## config.mk

```make
export PLATFORM = sky130hd
export DESIGN_NAME = serial_word_deser
export DESIGN_NICKNAME = d
export VERILOG_FILES = /design/src/rtl/serial_word_deser.sv
export SDC_FILE = /design/constraint.sdc
export NUM_CORES = 1
export LEC_CHECK = 0
export CAP_MARGIN = 20
export CORE_AREA = 2 2 46 48
export DETAILED_ROUTE_END_ITERATION = 8
export DIE_AREA = 0 0 48 50
export PLACE_DENSITY = 0.88
export SETUP_SLACK_MARGIN = 0.3
export SYNTH_ARGS = -nofsm -noshare
export SYNTH_HDL_FRONTEND = slang
export SYNTH_SLANG_ARGS = --single-unit
```

## constraint.sdc

```tcl
create_clock -name clk -period 5.7 [get_ports clk]
set_clock_uncertainty 0.2 [all_clocks]
set_input_delay 1.14 -clock clk [delete_from_list [all_inputs] [get_ports clk]]
set_output_delay 1.14 -clock clk [all_outputs]
set_load 0.03 [all_outputs]
```

## src/rtl/serial_word_deser.sv

```systemverilog
// serial_word_deser: framed serial-to-parallel deserializer with a valid/ready output slot.
// Define PARITY_CHECK_EN to expect a trailing even-parity bit per frame and report parity_err.
module serial_word_deser #(
  parameter int WIDTH     = 8,
  parameter bit MSB_FIRST = 1
) (
  input  logic             clk,
  input  logic             reset,
  input  logic             sin_data,
  input  logic             sin_valid,
  input  logic             sin_start,
  output logic [WIDTH-1:0] out_word,
  output logic             out_valid,
  input  logic             out_ready,
  output logic             overrun,
  output logic             parity_err
);
  localparam int CW = $clog2(WIDTH + 1);
  typedef enum logic [1:0] {IDLE, SHIFT, PARITY} state_t;
`ifdef PARITY_CHECK_EN
  localparam state_t DONE_ST = PARITY;
`else
  localparam state_t DONE_ST = IDLE;
`endif
  state_t state;
  logic [CW-1:0] cnt;
  logic [WIDTH-1:0] sr, fresh, shifted, done_word;
  logic last, take, done, perr;
  always_comb begin
    fresh   = MSB_FIRST ? {{(WIDTH-1){1'b0}}, sin_data} : {sin_data, {(WIDTH-1){1'b0}}};
    shifted = MSB_FIRST ? {sr[WIDTH-2:0], sin_data} : {sin_data, sr[WIDTH-1:1]};
    last    = state == SHIFT && cnt == CW'(WIDTH - 1);
    take    = sin_valid && !sin_start;
`ifdef PARITY_CHECK_EN
    done      = state == PARITY && take;
    done_word = sr;
    perr      = ^sr ^ sin_data;
`else
    done      = last && take;
    done_word = shifted;
    perr      = 1'b0;
`endif
  end
  // a start bit resyncs from any state; the output slot frees on accept or reloads in the same edge
  always_ff @(posedge clk or negedge reset) begin
    if (!reset) begin
      state      <= IDLE;
      cnt        <= '0;
      sr         <= '0;
      out_word   <= '0;
      out_valid  <= 1'b0;
      overrun    <= 1'b0;
      parity_err <= 1'b0;
    end else begin
      overrun <= 1'b0;
      if (out_valid && out_ready) out_valid <= 1'b0;
      if (done && (!out_valid || out_ready)) begin
        out_valid  <= 1'b1;
        out_word   <= done_word;
        parity_err <= perr;
      end else if (done) overrun <= 1'b1;
      if (sin_valid && sin_start) begin
        state <= SHIFT;
        cnt   <= CW'(1);
        sr    <= fresh;
      end else if (sin_valid && state == SHIFT) begin
        sr    <= shifted;
        cnt   <= last ? '0 : cnt + CW'(1);
        state <= last ? DONE_ST : SHIFT;
      end else if (sin_valid && state == PARITY) state <= IDLE;
    end
  end
endmodule

```

# Word level (Yosys, flattened, before mapping)
# Index checks and enable logic that the tools add are counted.
# totals
register_bits	23
inputBits	6
elab_cells	37
# classes
add_sub_neg	1
n_eq_ne	3
mux	13
n_reduce_logical	14
# op_table
cell	count
$mux 7	2
$mux 4	3
$logic_and 1x1->1	8
$mux 2	3
$mux 1	5
$add 4x1->4 const B	1
$eq 4x3->1 const B	1
$reduce_bool 2->1	2
$reduce_bool 3->1	1
$eq 2x1->1 const B	1
$eq 2x2->1 const B	1
$logic_not 1->1	2
$logic_or 1x1->1	1

# Depth between registers and ports, before layout
# Gate-level depths: netlist of the first run.
# depth
depth_word	5
mapped_depth	4
ltp_nobuf	4

# Worst setup path before layout of the first run
# Ideal clock, no wire load.
# synth_path
path_type	input -> register
startpoint	input sin_start
endpoint	register out_word[0]
t_arrival_ns	2.164
t_required_ns	5.375
slack_ns	3.211
path_stages	3
cell_sequence	nand4b_2 > nor4b_4 > mux2_2
# synth_between
elab_chain_len	4
# synth_rtl
element	line_no	rtl
start: declaration	11	input logic sin_start,
$logic_not 1->1	33	take = sin_valid && !sin_start;
$logic_and 1x1->1	33	
$logic_and 1x1->1	39	done = last && take;
$logic_and 1x1->1	57	if (done && (!out_valid || out_ready)) begin
end signal: assignment	59	out_word <= done_word;
end: declaration	12	output logic [WIDTH-1:0] out_word,
# Every way passes these cells.
# A chain may end at the register's enable or synchronous reset.

# Final worst setup path of the first run
# layout_path
startpoint	input sin_start
endpoint	register out_word[6]
# Same word-level chain as after synthesis.

==> results.ini, run 1 <==
[status]
run_status=complete, no violations

[die]
dieHeight_um=50
start_util=0.501
dieArea_um2=2400
core_area_um2=1900
ios=17
die_x_um=48
row_count=16

[worst_setup_path]
start_kind=primary input
setup.worst_path.end=out_word[6]
reg2reg_slack_ns=3.65
setup.worst_path.start=sin_start
cp.arrival_ns=3.01
ff2ff_path_depth=4
cpPeakStageDelay_ns=0.58
timing.rr.start=cnt[0]
critPathMaxFanout=11
end_kind=flop
worstSetupPathType=primary input to flop
critical_path_required_ns=5.69
crit_chain=clkdlybuf4s50_1, nand4b_2, nor4b_4, mux2_2
reg2reg_to=out_word[6]
slowest_stage=clkdlybuf4s50_1

[yosys]
synth_top_area_cell=dfrtp_1
synth_nets=80
yosysUniqueCellTypes=26
synth_top_area_frac=0.577
syn_area_um2=953
ys_ff_latch=22
synth_area_leaders=dfrtp_1 (58%), mux2_2 (11%), a22o_1 (4.6%)
synth.yosys.seq_area_share=0.577
yosysWarnings=0
synth_cells=73
avgSynthCellArea_um2=13.1

[grt]
grt_max_degree=23
antenna_found_initial=0
grt_pass1_vias=659
grt_pass1_wl_um=2900
grtUsageTotal=0.170
grt_overflow=0

[drt]
num_vias=654
vias_per_cell=5.69
route.detailed.drc=0
ant_nets=0
wirelength_um=1700
dr.pass1.iters=4
wl_per_cell_um=14.7
drt_iter0_markers=26

[sta]
fin_setup_tns_ns=0
hold-worst-slack_ns=0.317
setup_viol=0
slew_viol_final=0
final_hold_viol_count=0
tightest_slew_ns=0.916
rsz0062_at_grt=false
max-slew-margin-rel=0.387
timing.fmax_mhz=332
period_share=0.529
fin_crit_ns=3.01

[cts]
cts.sinks=22
clockBufferDepth=2
cts-resized-gates=0
post_cts_buffers=0
cts_root_buf=clkbuf_4
tritoncts=done
clk_latency_ns=0.30
numCtsBuffers=3
path_clk_slew_ns=0.12
cts_hold_buf=0
htree_levels=1

[power]
peakVddDrop_v=0.000175
p_leak_uw=0.000519
powerDensity_nw_per_um2=299

[cells_and_area]
antennaDiodeCount=0
fin_nets=96
drive_gt1_frac=0.170
final_common_cell=dfrtp_1
fill_cells=147
fin_area_um2=1170
final_cell_mix=dfrtp_1 (22), clkdlybuf4s50_1 (15), mux2_2 (9), a22o_1 (5)
area_growth_pct=22.7

[worst_hold_path]
holdCritPathClass=flop to flop
hold_start=out_word[3]

[placement]
dp_hpwl_um=1200
port-buffer-count=15
placed_area_um2=1120
gp_congestion=0.685

[run]
maxCapViolations=0

## synthesized netlist by cell type
library cell / number
a22o_1: 5
or3_1: 1
mux2_2: 9
inv_1: 2
nor4b_4: 1
ha_1: 1
nand2b_1: 1
a22oi_1: 1
conb_1: 1
buf_2: 1
nor2b_1: 3
nor2_1: 1
buf_4: 1
nand2_1: 3
and4_1: 1
dfrtp_1: 22
o21ai_0: 4
clkbuf_1: 2
or4b_1: 1
o2bb2ai_1: 4
nor3b_1: 1
and3b_1: 1
nand4b_2: 1
a31oi_1: 3
o31ai_1: 1
a21oi_1: 1
## metal layers
layer | wire [um] | global-route usage | vias up
li1 | - | - | 300
met1 | 749 | 0.229 | 325
met2 | 838 | 0.262 | 27
met3 | 96 | 0.0476 | 2
met4 | 10 | 0.0495 | 0
met5 | 0 | 0 | -
## cells by family (layout without fill, tap and decap cells)
group                    after synthesis  count (layout)  share of synthesized area
flip-flops                            22              22                      0.577
AO/OA/AOI/OAI                         19              19                      0.144
AND/OR/NAND/NOR                       15              15                      0.126
multiplexers                           9               9                      0.106
buffers and inverters                  6              21                     0.0289
adder cells (fa/ha/maj)                1               1                     0.0131
other                                  1               1                    0.00393
## power breakdown
part	internal, uW	switching, uW
combinational	24.6	28.5
sequential	169	11.5
clock	71.0	45.2
## final cells by class
type | count | area (um^2) | share of cell area
clock buffers | 3 | 22.5 | 0.0193
clock inverters | 1 | 30.0 | 0.0257
inverters | 2 | 7.51 | 0.00642
multi-input cells | 45 | 375 | 0.321
flip-flops and latches | 22 | 551 | 0.471
well taps | 27 | 33.8 | 0.0289
repair buffers | 15 | 150 | 0.128
## metrics by stage
step	util	std cells	setup WS (ns)	power (uW)
floorplan	-	73	3.21	215
global placement	0.588	111	2.43	233
detailed placement	0.588	111	2.35	236
CTS	0.615	115	2.68	352
global route	0.615	115	2.55	366
finish	0.615	115	2.69	350
## how the worst min path moves through the flow
stage                  endpoint  cells past startpoint
floorplan                 sr[6]                      1
global placement          sr[6]                      1
detailed placement  out_word[3]                      1
CTS                 out_word[3]                      1
global route              sr[6]                      1
finish              out_word[3]                      1
## state kept, by name (all words and copies together), names as in the netlist
| register | flops |
|---|---|
| cnt | 4 |
| out_valid | 1 |
| state | 1 |
| out_word | 8 |
| overrun | 1 |
| sr | 7 |
## critical path, delay by kind of cell
| kind | cells | cell delay, ns |
|---|---|---|
| multiplexers | 1 | 0.41 |
| buffers and inverters | 1 | 0.58 |
| AND/OR/NAND/NOR | 2 | 0.87 |
(Power assumes the default switching activity.)
==> run 2: changes to the inputs <==
--- a/config.mk
+++ b/config.mk
@@ -6,10 +6,10 @@
 export NUM_CORES = 1
 export LEC_CHECK = 0
 export CAP_MARGIN = 20
-export CORE_AREA = 2 2 46 48
+export CORE_AREA = 2 2 47 49
 export DETAILED_ROUTE_END_ITERATION = 8
-export DIE_AREA = 0 0 48 50
-export PLACE_DENSITY = 0.88
+export DIE_AREA = 0 0 49 51
+export PLACE_DENSITY = 0.85
 export SETUP_SLACK_MARGIN = 0.3
 export SYNTH_ARGS = -nofsm -noshare
 export SYNTH_HDL_FRONTEND = slang
==> constraint.sdc (replaced) <==
create_clock -name clk -period 2.8 [get_ports clk]
set_clock_uncertainty 0.2 [all_clocks]
set_input_delay 0.56 -clock clk [delete_from_list [all_inputs] [get_ports clk]]
set_output_delay 0.56 -clock clk [all_outputs]
set_load 0.03 [all_outputs]
==> run 2 against run 1 <==
First-iteration DRC count is 50% lower. Die area is 4.1% higher. Final cell count is 4.3% higher. Largest cell class unchanged.
==> results.ini, run 2 (same netlist as run 1, synthesis figures left out) <==
[status]
run_status=complete, no violations

[sta]
max-slew-margin-rel=0.613
hold-worst-slack_ns=0.319
fin_setup_tns_ns=0
setup_slack_ns=0.628
slew_viol_final=0
period_share=0.776
final_hold_viol_count=0
rsz0062_at_grt=false
tightest_slew_ns=0.577
setup_viol=0
timing.fmax_mhz=460
fin_crit_ns=2.17

[worst_setup_path]
reg2reg_to=out_word[4]
end_kind=flop
critPathMaxFanout=8
worstSetupPathType=primary input to flop
critical_path_required_ns=2.79
timing.rr.start=cnt[0]
start_kind=primary input
ff2ff_path_depth=4
cp.arrival_ns=2.16
reg2reg_slack_ns=0.76

[placement]
pre_cts_ws_ns=0.273
port-buffer-count=15
placed_area_um2=1150
gp_congestion=0.715
dp_hpwl_um=1140

[grt]
antenna_found_initial=0
grt_overflow=0
grtUsageTotal=0.142
grt_pass1_vias=653
grt_pass1_wl_um=2760
grt_max_degree=23

[cts]
cts_root_buf=clkbuf_4
path_clk_slew_ns=0.11
cts-resized-gates=0
cts_hold_buf=0
htree_levels=1
post_cts_buffers=0
numCtsBuffers=3
tritoncts=done
clockBufferDepth=2
cts.sinks=22
clk_latency_ns=0.30

[power]
total_power_uw=647
powerDensity_nw_per_um2=546
peakVddDrop_v=0.000332
p_leak_uw=0.000532

[die]
core_area_um2=2060
row_count=17
dieHeight_um=51
dieArea_um2=2500
start_util=0.462
die_x_um=49
ios=17

[drt]
ant_nets=0
vias_per_cell=5.50
wl_met3_um=68
wirelength_um=1610
num_vias=660
top_layer=met4
route.detailed.drc=0
met1Wirelength_um=758
wl_per_cell_um=13.4
drt_iter0_markers=13
met2WireLength_um=770
dr.pass1.iters=4

[cells_and_area]
fin_area_um2=1180
fin_nets=100
fill_cells=180
drive_gt1_frac=0.207
largest_reg_flops=8
final_cell_mix=dfrtp_1 (22), clkdlybuf4s50_1 (15), mux2_2 (9), a22o_1 (5)
final_common_cell=dfrtp_1
largest_registers=out_word (8), sr (7), cnt (4)
area_growth_pct=24.3
antennaDiodeCount=0
top_register=out_word

[run]
maxCapViolations=0

[worst_hold_path]
hold_depth=1
whs_endpoint=out_word[5]
holdCritPathClass=flop to flop
hold_start=out_word[5]

[run 2: cell count changes in the layout (fill, tap and decap cells not counted), sizes merged]
cell and change:
buf +4, bufinv -1, clkbuf +1
[run 2: worst max-delay path: stages]
cell and delay (ns):
clkdlybuf4s50_1 0.41, nand4b_2 0.25, nor4b_4 0.54, mux2_2 0.40
[run 2: worst max-delay path by stage]
stage,startpoint,endpoint
global placement,sin_start,out_word[4]
CTS,sin_start,out_word[4]
floorplan,sin_start,out_word[0]
detailed placement,sin_start,out_word[4]
finish,sin_start,out_word[4]
global route,sin_start,out_word[5]
[run 2: through the flow]
stage	std cells	util
floorplan	73	-
global placement	116	0.557
detailed placement	116	0.557
CTS	120	0.574
global route	120	0.574
finish	120	0.574
[run 2: layout make-up]
type	count	area, um^2	share of cell area
multi-input combinational	45	375	0.317
timing repair buffer	19	180	0.152
sequential	22	551	0.465
clock buffer	4	36.3	0.0306
inverter	2	7.51	0.00634
tap	28	35.0	0.0296
[run 2: layer usage]
layer	up-vias	track usage
met3	6	0.0205
met2	27	0.235
met1	319	0.190
met4	0	0.0524
li1	308	-
met5	-	0
[run 2: power by group]
group	internal (uW)	switching, uW
sequential	343	23.1
clock	79.3	88.7
combinational	54.0	58.5
total	477	170
==> run 3: changes to the inputs <==
--- a/config.mk
+++ b/config.mk
@@ -6,10 +6,10 @@
 export NUM_CORES = 1
 export LEC_CHECK = 0
 export CAP_MARGIN = 20
-export CORE_AREA = 2 2 47 49
+export CORE_AREA = 2 2 50 52
 export DETAILED_ROUTE_END_ITERATION = 8
-export DIE_AREA = 0 0 49 51
-export PLACE_DENSITY = 0.85
+export DIE_AREA = 0 0 52 54
+export PLACE_DENSITY = 0.8
 export SETUP_SLACK_MARGIN = 0.3
 export SYNTH_ARGS = -nofsm -noshare
 export SYNTH_HDL_FRONTEND = slang
==> constraint.sdc (replaced) <==
create_clock -name clk -period 1.77 [get_ports clk]
set_clock_uncertainty 0.2 [all_clocks]
set_input_delay 0.354 -clock clk [delete_from_list [all_inputs] [get_ports clk]]
set_output_delay 0.354 -clock clk [all_outputs]
set_load 0.03 [all_outputs]
==> run 3 against run 2 <==
Power up 71%. Worst hold slack worse by 0.15 ns. Non-clock buffer count up 13. Final cell count up 13%. Sequential cell count unchanged. Design area up 12%. Worst setup slack worse by 0.62 ns. Via count up 4.4%. Critical path depth up 1. Core utilization down 0.31 points. Sequential share of layout area down 4.9 points. Critical endpoint is now out_word[3]. Largest power group unchanged. Highest routed layer unchanged.
==> results.ini, run 3 (same netlist as run 1, synthesis figures left out) <==
[die]
die_x_um=52
dieHeight_um=54
start_util=0.411
row_count=18
ios=17
core_area_um2=2320
dieArea_um2=2810

[worst_setup_path]
start_kind=flop
path_delay_family=flip-flops
timing.rr.start=cnt[1]
critPathMaxFanout=8
cp.arrival_ns=1.77
reg2reg_slack_ns=0.006
cp_num_buf_inv=1
slowest_stage=dfrtp_1
end_kind=flop
ff2ff_path_depth=5
worstSetupPathType=flop to flop
crit_chain=ha_4, nand4b_4, nor4b_4, buf_6, mux2_2
reg2reg_to=out_word[3]
critical_path_required_ns=1.78
cpPeakStageDelay_ns=0.41
setup.worst_path.start=cnt[1]

[grt]
grt_pass1_wl_um=3020
grt_max_degree=23
grtUsageTotal=0.152
grt_pass1_vias=655
antenna_found_initial=0
grt_overflow=0

[cells_and_area]
final_cell_mix=dfrtp_1 (22), buf_4 (17), buf_6 (7)
largest_registers=out_word (8), sr (7), cnt (4)
area_growth_pct=39.0
fin_nets=113
largest_reg_flops=8
fill_cells=210
drive_gt1_frac=0.438
top_register=out_word
fin_area_um2=1330
final_common_cell=dfrtp_1
antennaDiodeCount=0

[drt]
ant_nets=0
drt_iter0_markers=8
dr.pass1.iters=4
route.detailed.drc=0
wirelength_um=1840
wl_per_cell_um=13.7
vias_per_cell=5.10
num_vias=689

[worst_hold_path]
holdCritPathClass=primary input to asynchronous set/reset pin

[cts]
cts_root_buf=clkbuf_4
cts_hold_buf=0
tritoncts=done
clockBufferDepth=2
clk_latency_ns=0.31
numCtsBuffers=3
htree_levels=1
path_clk_slew_ns=0.12
cts.sinks=22

[placement]
port-buffer-count=15
dp_hpwl_um=1220
placed_area_um2=1220
pre_cts_ws_ns=-0.359
gp_congestion=0.759

[sta]
fin_setup_tns_ns=0
setup_viol=0
slew_viol_final=0
fin_crit_ns=1.76
timing.fmax_mhz=567
setup_slack_ns=0.00608
hold-worst-slack_ns=0.171
final_hold_viol_count=0
period_share=0.997
rsz0062_at_grt=true

[power]
peakVddDrop_v=0.000460
total_power_uw=1110
p_leak_uw=0.000633
powerDensity_nw_per_um2=834

[status]
run_status=complete, no violations

[run]
maxCapViolations=0

## run 3: changes by cell type in the layout (fill, tap and decap cells not counted), moves of 3 or more
cell | previous run | this run
mux2_2 | 9 | 5
clkdlybuf4s50_1 | 15 | 5
buf_6 | 0 | 7
buf_2 | 0 | 3
mux2_4 | 0 | 4
buf_4 | 4 | 17
## run 3: worst register-to-register path, cell delays in order, from the launching register on
cell and delay (ns):
dfrtp_1 0.41, ha_4 0.17, nand4b_4 0.12, nor4b_4 0.24, buf_6 0.19, mux2_2 0.34
## run 3: how the worst max path moves through the flow
stage	slack (ns)	depth (start not counted)	endpoint
after CTS	-0.001	5	out_word[6]
after global placement	-0.35	5	out_word[3]
after floorplan	-0.05	4	out_word[0]
final	0.006	5	out_word[3]
after global routing	-0.05	5	out_word[3]
after detailed placement	-0.36	5	out_word[2]
## run 3: layout make-up
type | count | area (um^2) | share of cell area
inverters | 2 | 7.51 | 0.00567
multi-input cells | 45 | 422 | 0.318
repair buffers | 32 | 272 | 0.205
well taps | 30 | 37.5 | 0.0283
clock buffers | 4 | 36.3 | 0.0274
flip-flops and latches | 22 | 551 | 0.415
## run 3: routing by layer
| metal | global-route usage | part of all wire | up-vias |
|---|---|---|---|
| met2 | 0.238 | 0.48 | 15 |
| met3 | 0.0361 | 0.044 | 2 |
| met1 | 0.200 | 0.47 | 338 |
| met4 | 0.0658 | 0.0087 | 0 |
| met5 | 0 | 0 | - |
| li1 | - | - | 334 |
## run 3: what timing repair did
item,in CTS,in global routing
resized for setup,56,24
buffers inserted,2,2
pin swaps,1,2
setup endpoints to repair,25,28
## run 3: per-stage QoR
step,instances,util
after floorplan,73,-
after global placement,127,0.527
after detailed placement,127,0.527
after CTS,133,0.542
after global routing,135,0.571
final,135,0.571
## run 3: report_power, final
group / internal [uW] / leakage [uW] / switching [uW] / total [uW]
Clock: 126 / 0.0000210 / 155 / 281
Combinational: 132 / 0.000318 / 112 / 244
Sequential: 544 / 0.000293 / 37.1 / 581
